<file path="src/rtl/regfile_pkg.sv">
// regfile_pkg: register-file geometry and writeback request type shared by writeback, forwarding and hazard logic
package regfile_pkg;
  localparam int DATA_WIDTH = 64;
  localparam int ADDR_WIDTH = 5;
  localparam int ZERO_REG = 31;
  typedef struct packed {
    logic [ADDR_WIDTH-1:0] rd;
    logic [DATA_WIDTH-1:0] data;
  } wb_req_t;
endpackage

</file>
<file path="src/rtl/rr_arbiter.sv">
// rr_arbiter: one-hot round-robin grant over N requesters; the pointer moves past each winner
module rr_arbiter #(
  parameter int N = 2
) (
  input  logic         clk,
  input  logic         rst,
  input  logic         advance,
  input  logic [N-1:0] req,
  output logic [N-1:0] grant
);
  localparam int PW = $clog2(N);
  logic [PW-1:0] ptr, nxt, i;
  // Scan from the farthest offset back to the pointer so the nearest valid requester wins.
  always_comb begin
    grant = '0;
    nxt = ptr;
    i = '0;
    for (int k = N - 1; k >= 0; k--) begin
      i = PW'((int'(ptr) + k) % N);
      if (advance && req[i]) begin
        grant = '0;
        grant[i] = 1'b1;
        nxt = (i == PW'(N - 1)) ? '0 : i + 1'b1;
      end
    end
  end
  always_ff @(posedge clk or posedge rst)
    if (rst) ptr <= '0;
    else ptr <= nxt;
endmodule

</file>
<file path="src/rtl/regfile_write_arbiter.sv">
// regfile_write_arbiter: round-robin sharing of the register-file write port with a registered,
// forwardable output stage that silently drops writes to the zero register
module regfile_write_arbiter #(
  parameter int NUM_REQ = 2,
  parameter int DATA_WIDTH = regfile_pkg::DATA_WIDTH,
  parameter int ADDR_WIDTH = regfile_pkg::ADDR_WIDTH,
  parameter int ZERO_REG = regfile_pkg::ZERO_REG
) (
  input  logic                          clk,
  input  logic                          reset,
  input  logic                          hold,
  input  logic [NUM_REQ-1:0]            req_valid,
  input  logic [NUM_REQ*ADDR_WIDTH-1:0] req_reg,
  input  logic [NUM_REQ*DATA_WIDTH-1:0] req_data,
  output logic [NUM_REQ-1:0]            req_ready,
  output logic                          RegWrite,
  output logic [ADDR_WIDTH-1:0]         WriteRegister,
  output logic [DATA_WIDTH-1:0]         WriteData,
  output logic                          fwd_valid,
  output logic [ADDR_WIDTH-1:0]         fwd_reg,
  output logic [DATA_WIDTH-1:0]         fwd_data
);
  logic [ADDR_WIDTH-1:0] win_reg;
  logic [DATA_WIDTH-1:0] win_data;
  rr_arbiter #(.N(NUM_REQ)) u_rr (
    .clk(clk),
    .rst(reset),
    .advance(!hold && !reset),
    .req(req_valid),
    .grant(req_ready)
  );
  always_comb begin
    win_reg = '0;
    win_data = '0;
    for (int i = 0; i < NUM_REQ; i++)
      if (req_ready[i]) begin
        win_reg = req_reg[i*ADDR_WIDTH +: ADDR_WIDTH];
        win_data = req_data[i*DATA_WIDTH +: DATA_WIDTH];
      end
  end
  always_ff @(posedge clk or posedge reset)
    if (reset) begin
      RegWrite <= 1'b0;
      WriteRegister <= '0;
      WriteData <= '0;
    end else if (|req_ready) begin
      RegWrite <= win_reg != ADDR_WIDTH'(ZERO_REG);
      WriteRegister <= win_reg;
      WriteData <= win_data;
    end else begin
      RegWrite <= 1'b0;
    end
  assign fwd_valid = RegWrite;
  assign fwd_reg = WriteRegister;
  assign fwd_data = WriteData;
endmodule

</file>
<file path="config.mk">
export PLATFORM = sky130hd
export DESIGN_NAME = regfile_write_arbiter
export DESIGN_NICKNAME = d
export VERILOG_FILES = /design/src/rtl/regfile_pkg.sv /design/src/rtl/rr_arbiter.sv /design/src/rtl/regfile_write_arbiter.sv
export SDC_FILE = /design/constraint.sdc
export NUM_CORES = 1
export LEC_CHECK = 0
export BUFFER_PORTS_ARGS = -buffer_cell sky130_fd_sc_hd__buf_2
export CORE_AREA = 2 2 109 111
export CTS_CLUSTER_DIAMETER = 150
export DETAILED_ROUTE_END_ITERATION = 8
export DIE_AREA = 0 0 111 113
export PLACE_DENSITY_LB_ADDON = 0.1
export SYNTH_ARGS = -nofsm -noshare
export SYNTH_HDL_FRONTEND = slang
export SYNTH_HIERARCHICAL = 1
export SYNTH_SLANG_ARGS = --single-unit
</file>
<file path="constraint.sdc">
create_clock -name clk -period 3.5 [get_ports clk]
set_clock_uncertainty 0.1 [all_clocks]
set_input_delay 0.7 -clock clk [delete_from_list [all_inputs] [get_ports clk]]
set_output_delay 0.7 -clock clk [all_outputs]
set_load 0.02 [all_outputs]
</file>
; After elaboration in Yosys (flattened, before gate mapping)
; Cells that the tools add are included.
[totals]
reg_bits = 71
latch_bits = 0
ram_bits = 0
romBits = 0
output_inout_bits = 142
elab_cells = 40
mem_count = 0
[classes]
add_sub_neg = 3
mul = 0
n_div = 0
order_cmp = 4
n_eq_ne = 1
shifts = 0
n_mux = 19
n_bitwise = 0
reduce_logical = 9
[ops]
columns = op, n
row1 = $mux 64, 2
row2 = $mux 1, 11
row3 = $mux 5, 2
row4 = $logic_and 1x1->1, 5
row5 = $ne 5x5->1 const B, 1
row6 = $lt 1x2->1 const B, 2
row7 = $mux 2, 2
row8 = $add 1x1->1 const B, 3
row9 = $demux 1 s1, 2
row10 = $ge 1x1->1 const B, 2
row11 = $logic_not 1->1, 2
row12 = $reduce_bool 2->1, 1
row13 = $reduce_or 2->1, 1

; Logic depth before layout (Yosys ltp)
[depth]
word_depth = 11
depth_mapped = 7

; Cells and area by module
; The synthesis kept the hierarchy.
[modules_own_cells]
columns = mod, n_inst, cells_each, area_per_inst_um2
row1 = regfile_write_arbiter, 1, 378, 3804.9
row2 = rr_arbiter, 1, 9, 65.1

; Least setup slack after synthesis
; OpenSTA, ideal clock, no wires.
[synth_timing]
kind = input -> register
start = in reset
end = reg WriteData[0]
setup_time_ns = 0.132
arrival_ns = 1.978
required_time_ns = 3.268
path_slack_ns = 1.290
cell_stages = 7
path_buffers = 2
path_cell_list = nor2_1 > nand2_1 > a21oi_1 > buf_6 > buf_8 > mux2i_1 > o21ai_1
[synth_via]
elab_chain_cells = 7
word_cells_on_any_way = 9
cone_classes = mux: 4 / reduce/logical: 5
[synth_lines]
columns = item, line
row1 = "start, declared", regfile_write_arbiter.sv:10  ; input logic reset,
row2 = $logic_not 1->1 (no source line) *, n/a
row3 = $logic_and 1x1->1 *, regfile_write_arbiter.sv:28  ; .advance(!hold && !reset),
row4 = $logic_and 1x1->1, rr_arbiter.sv:20  ; if (advance && req[i]) begin
row5 = $mux 2, rr_arbiter.sv:20
row6 = $mux 2 *, rr_arbiter.sv:20
row7 = via req_ready[0], regfile_write_arbiter.sv:15  ; output logic [NUM_REQ-1:0] req_ready,
row8 = $mux 64 (2 in a row), regfile_write_arbiter.sv:36  ; if (req_ready[i]) begin
row9 = "end signal, assigned", regfile_write_arbiter.sv:49  ; WriteData <= win_data;
row10 = "end, declared", regfile_write_arbiter.sv:18  ; output logic [DATA_WIDTH-1:0] WriteData,
; The timed path passes the listed nets; every way through them passes the cells marked *.
; A chain may end at the register's enable or synchronous reset.

; Worst setup path after layout
[layout_timing]
start = in reset
end = out req_ready[0]
[layout_via]
elab_chain_cells = 5
word_cells_on_any_way = 6
cone_classes = mux: 2 / reduce/logical: 4
[layout_lines]
columns = item, line
row1 = $logic_not 1->1 (no source line) *, n/a
row2 = $logic_and 1x1->1 *, regfile_write_arbiter.sv:28
row3 = $logic_and 1x1->1, rr_arbiter.sv:20
row4 = $mux 2, rr_arbiter.sv:20
row5 = $mux 2 *, rr_arbiter.sv:20
row6 = "end, declared", regfile_write_arbiter.sv:15
; Mark *: on every way between the ends. The rest lies on a longest branch, timed or not.

==> run summary <==
X dimension of the die: 111 um. After detailed routing, the number of remaining DRC violations is 0. The portion of the clock cycle consumed by the worst path in the final layout came out at 0.645.

The async set-or-reset flop fraction in the synthesized netlist is 1.00. The mean area per synthesized cell came out at 10.0 um2. The run gives 0.00482 mm2 as the cell area reported after detailed placement. Routability-driven placement finished with a final weighted congestion of 0.818.

In this run the cell area of the synthesized design comes to 0.00387 mm2. Ranked by instance count, the synthesized netlist is headed by 72 x buf_4, 72 x nand2_1, 71 x dfrtp_1, 69 x mux2i_1, 69 x o21ai_1. Cell type contributing the most total cell area after synthesis: dfrtp_1. The peak ir drop on the vdd network is 0.000323 V. The startpoint identified for the worst register-to-register timing path is u_rr/ptr. The overall global routing resource usage is 0.167. The number of top-level design ports was 285; the number of maximum-capacitance violations was 0. No sink is reached through more buffers than the 2 on the longest clock path.

STA classifies the critical path endpoint as an output port. Setup repair after global routing left no endpoint under its margin. The tree is rooted in a clkbuf_16.

Summing over every cut layer, the via total after detailed routing is 3302. The transition time of the tightest slew-check pin was 0.808 ns. The count of buffers added on input and output ports is 284. The vertical die dimension was 113 um. The run finished with clean final reports. Summed over all cells, the static leakage comes to 2.56 nW. The sequential area share after synthesis was 0.459; the data required time of the critical path was 2.70 ns.

The synthesized instance count is 387. The run gives 0 as the number of pins with negative max-slew slack in the final report. STA classifies the critical path startpoint as an input pin. The source of the critical timing path was reset. The number of global-route vias before repair is 3244. The proportion of layout cells with a drive suffix above 1 is 0.512, and the residual overflow from global routing is 0.

In this run, distinct cell masters in the synthesized netlist total 17. When the netlist entered floorplanning its net count stood at 530. Global-route wire length before repair: 16.7 mm.

The arrival time at the worst endpoint was 1.46 ns. Clock-pin slew was measured on the worst setup and hold paths at 0.05 ns. The region available for standard cell placement spans 0.0113 mm2. 0 antenna diodes ended up in the layout.

The final net count was 738; the final-report setup violation count was 0. From synthesis to final layout, the design area changed by 32.1%. Clock tree synthesis inserted a total of 9 buffers. The run gives 0 as the final antenna-violating net count. The area fraction of the dominant cell type after synthesis was 0.459.

The logs give 0 for the final hold violation count and 0 for the number of antenna violations at the first check in global routing. The initialized floorplan defines 39 standard-cell rows. Starting utilization of the core area: 0.343. The tools report the largest net degree at the start of global routing as 71. With fillers left out, the area of the finished cells amounts to 0.00511 mm2. Overall die area: 0.0125 mm2. The smallest clock period supported by the final layout is computed as 2.26 ns. The HPWL after detailed placement is 8.04 mm.

The critical path in this run is classified as input pin to output port. For the number of optimization iterations in the first detailed-route pass, the log shows 4. The number of sinks driven by the clock tree is 71. For the total detailed-routing wirelength, the log shows 10.4 mm.

For this design the ratio of total power to cell area is 666 mW/mm2. The number of vias per cell after detailed routing was 4.44; the maximum net fanout on the critical path was 3. The tools report the summed negative setup slack over all endpoints as 0 ns.

The number of gates resized after CTS was 0. The tightest min-delay check is of the input pin to asynchronous set/reset pin type. The clock insertion delay at the later pin of the skew report came out at 0.32 ns.

Yosys mapped a number of flops with a built-in enable equal to 0. In this run, post-CTS hold repair placed 0 buffers. The logs give 0 for the total setup buffers inserted after CTS and 0.461 for the headroom to the max-slew limit. By area the synthesized netlist is led by dfrtp_1 46%, mux2i_1 18%, buf_4 14%, o21ai_1 8.9%, nand2_1 7.0%. For the number of synthesis warnings, the log shows 6. Timing would allow up to 0.443 GHz. The commonest register cell after synthesis was dfrtp_1. TritonCTS built the clock tree. The CTS H-tree depth is 3. The average wire per standard cell was 14.0 um; the number of synthesized register bits was 71. The detailed router's first-iteration violation count is 142.
metal layers:
metal,wire [um],GRT usage
met1,4160,0.197
met2,5370,0.299
met3,726,0.0354
met4,183,0.0683
met5,0,0
worst paths after layout:
kind                                  to  slack (ns)  cells past startpoint
min                             u_rr/ptr        0.14                      2
min reg2reg                WriteData[54]        0.47                      2
max reg2reg                 WriteData[2]        1.66                      4
max                         req_ready[0]        1.24                      5
min in group clk           WriteData[54]        0.47                      2
max in group asynchronous  WriteData[13]        2.33                      3
cell families (layout without fill, tap and decap cells):
kind of cell,count (synthesis),after routing,synth area share
mux,69,69,0.178
simple gates,78,78,0.0782
compound gates,73,73,0.0957
buf+inv,96,309,0.188
flops,71,71,0.459
cell type report:
cell class | instances | area (um2)
Timing Repair Buffer | 290 | 1470
Clock buffer | 13 | 250
Fill cell | 1130 | 6160
Multi-Input combinational cell | 220 | 1390
Sequential cell | 71 | 1780
Tap cell | 143 | 179
Inverter | 3 | 11.3
Clock inverter | 3 | 42.5
cell usage in the layout (no fill, tap or decap), types with 2 or more instances in the layout:
| cell type | count |
|---|---|
| a21oi_4 | 2 |
| buf_2 | 284 |
| nand2_1 | 72 |
| inv_1 | 2 |
| o21ai_1 | 69 |
| clkbuf_1 | 3 |
| dfrtp_1 | 71 |
| mux2i_1 | 69 |
| clkbuf_16 | 9 |
| buf_4 | 6 |
| nor2_1 | 3 |
flip-flops by register name, summed over array words and instances, names as in the netlist:
| signal | cells |
|---|---|
| RegWrite | 1 |
| u_rr/ptr | 1 |
| WriteData | 64 |
| WriteRegister | 5 |
through the flow:
step	utilization	std cells	power [W]	worst slack, ns	hold slack, ns
after floorplan	-	387	0.00226	0.932	0.329
after detailed placement	0.428	727	0.00255	0.909	0.462
final	0.454	743	0.00340	1.24	0.137
after global routing	0.454	743	0.00361	1.11	0.128
after CTS	0.454	743	0.00346	1.23	0.120
after global placement	0.428	727	0.00254	0.962	0.450
power by group:
| group | internal, W | switching, W |
|---|---|---|
| clock | 0.000570 | 0.000322 |
| combinational | 0.000467 | 0.000856 |
| sequential | 0.00103 | 0.000161 |
critical path, stage by stage:
cell	delay, ns
buf_2	0.12
nor2_1	0.15
nand2_1	0.14
a21oi_4	0.15
buf_2	0.19
(Power assumes the default switching activity.)
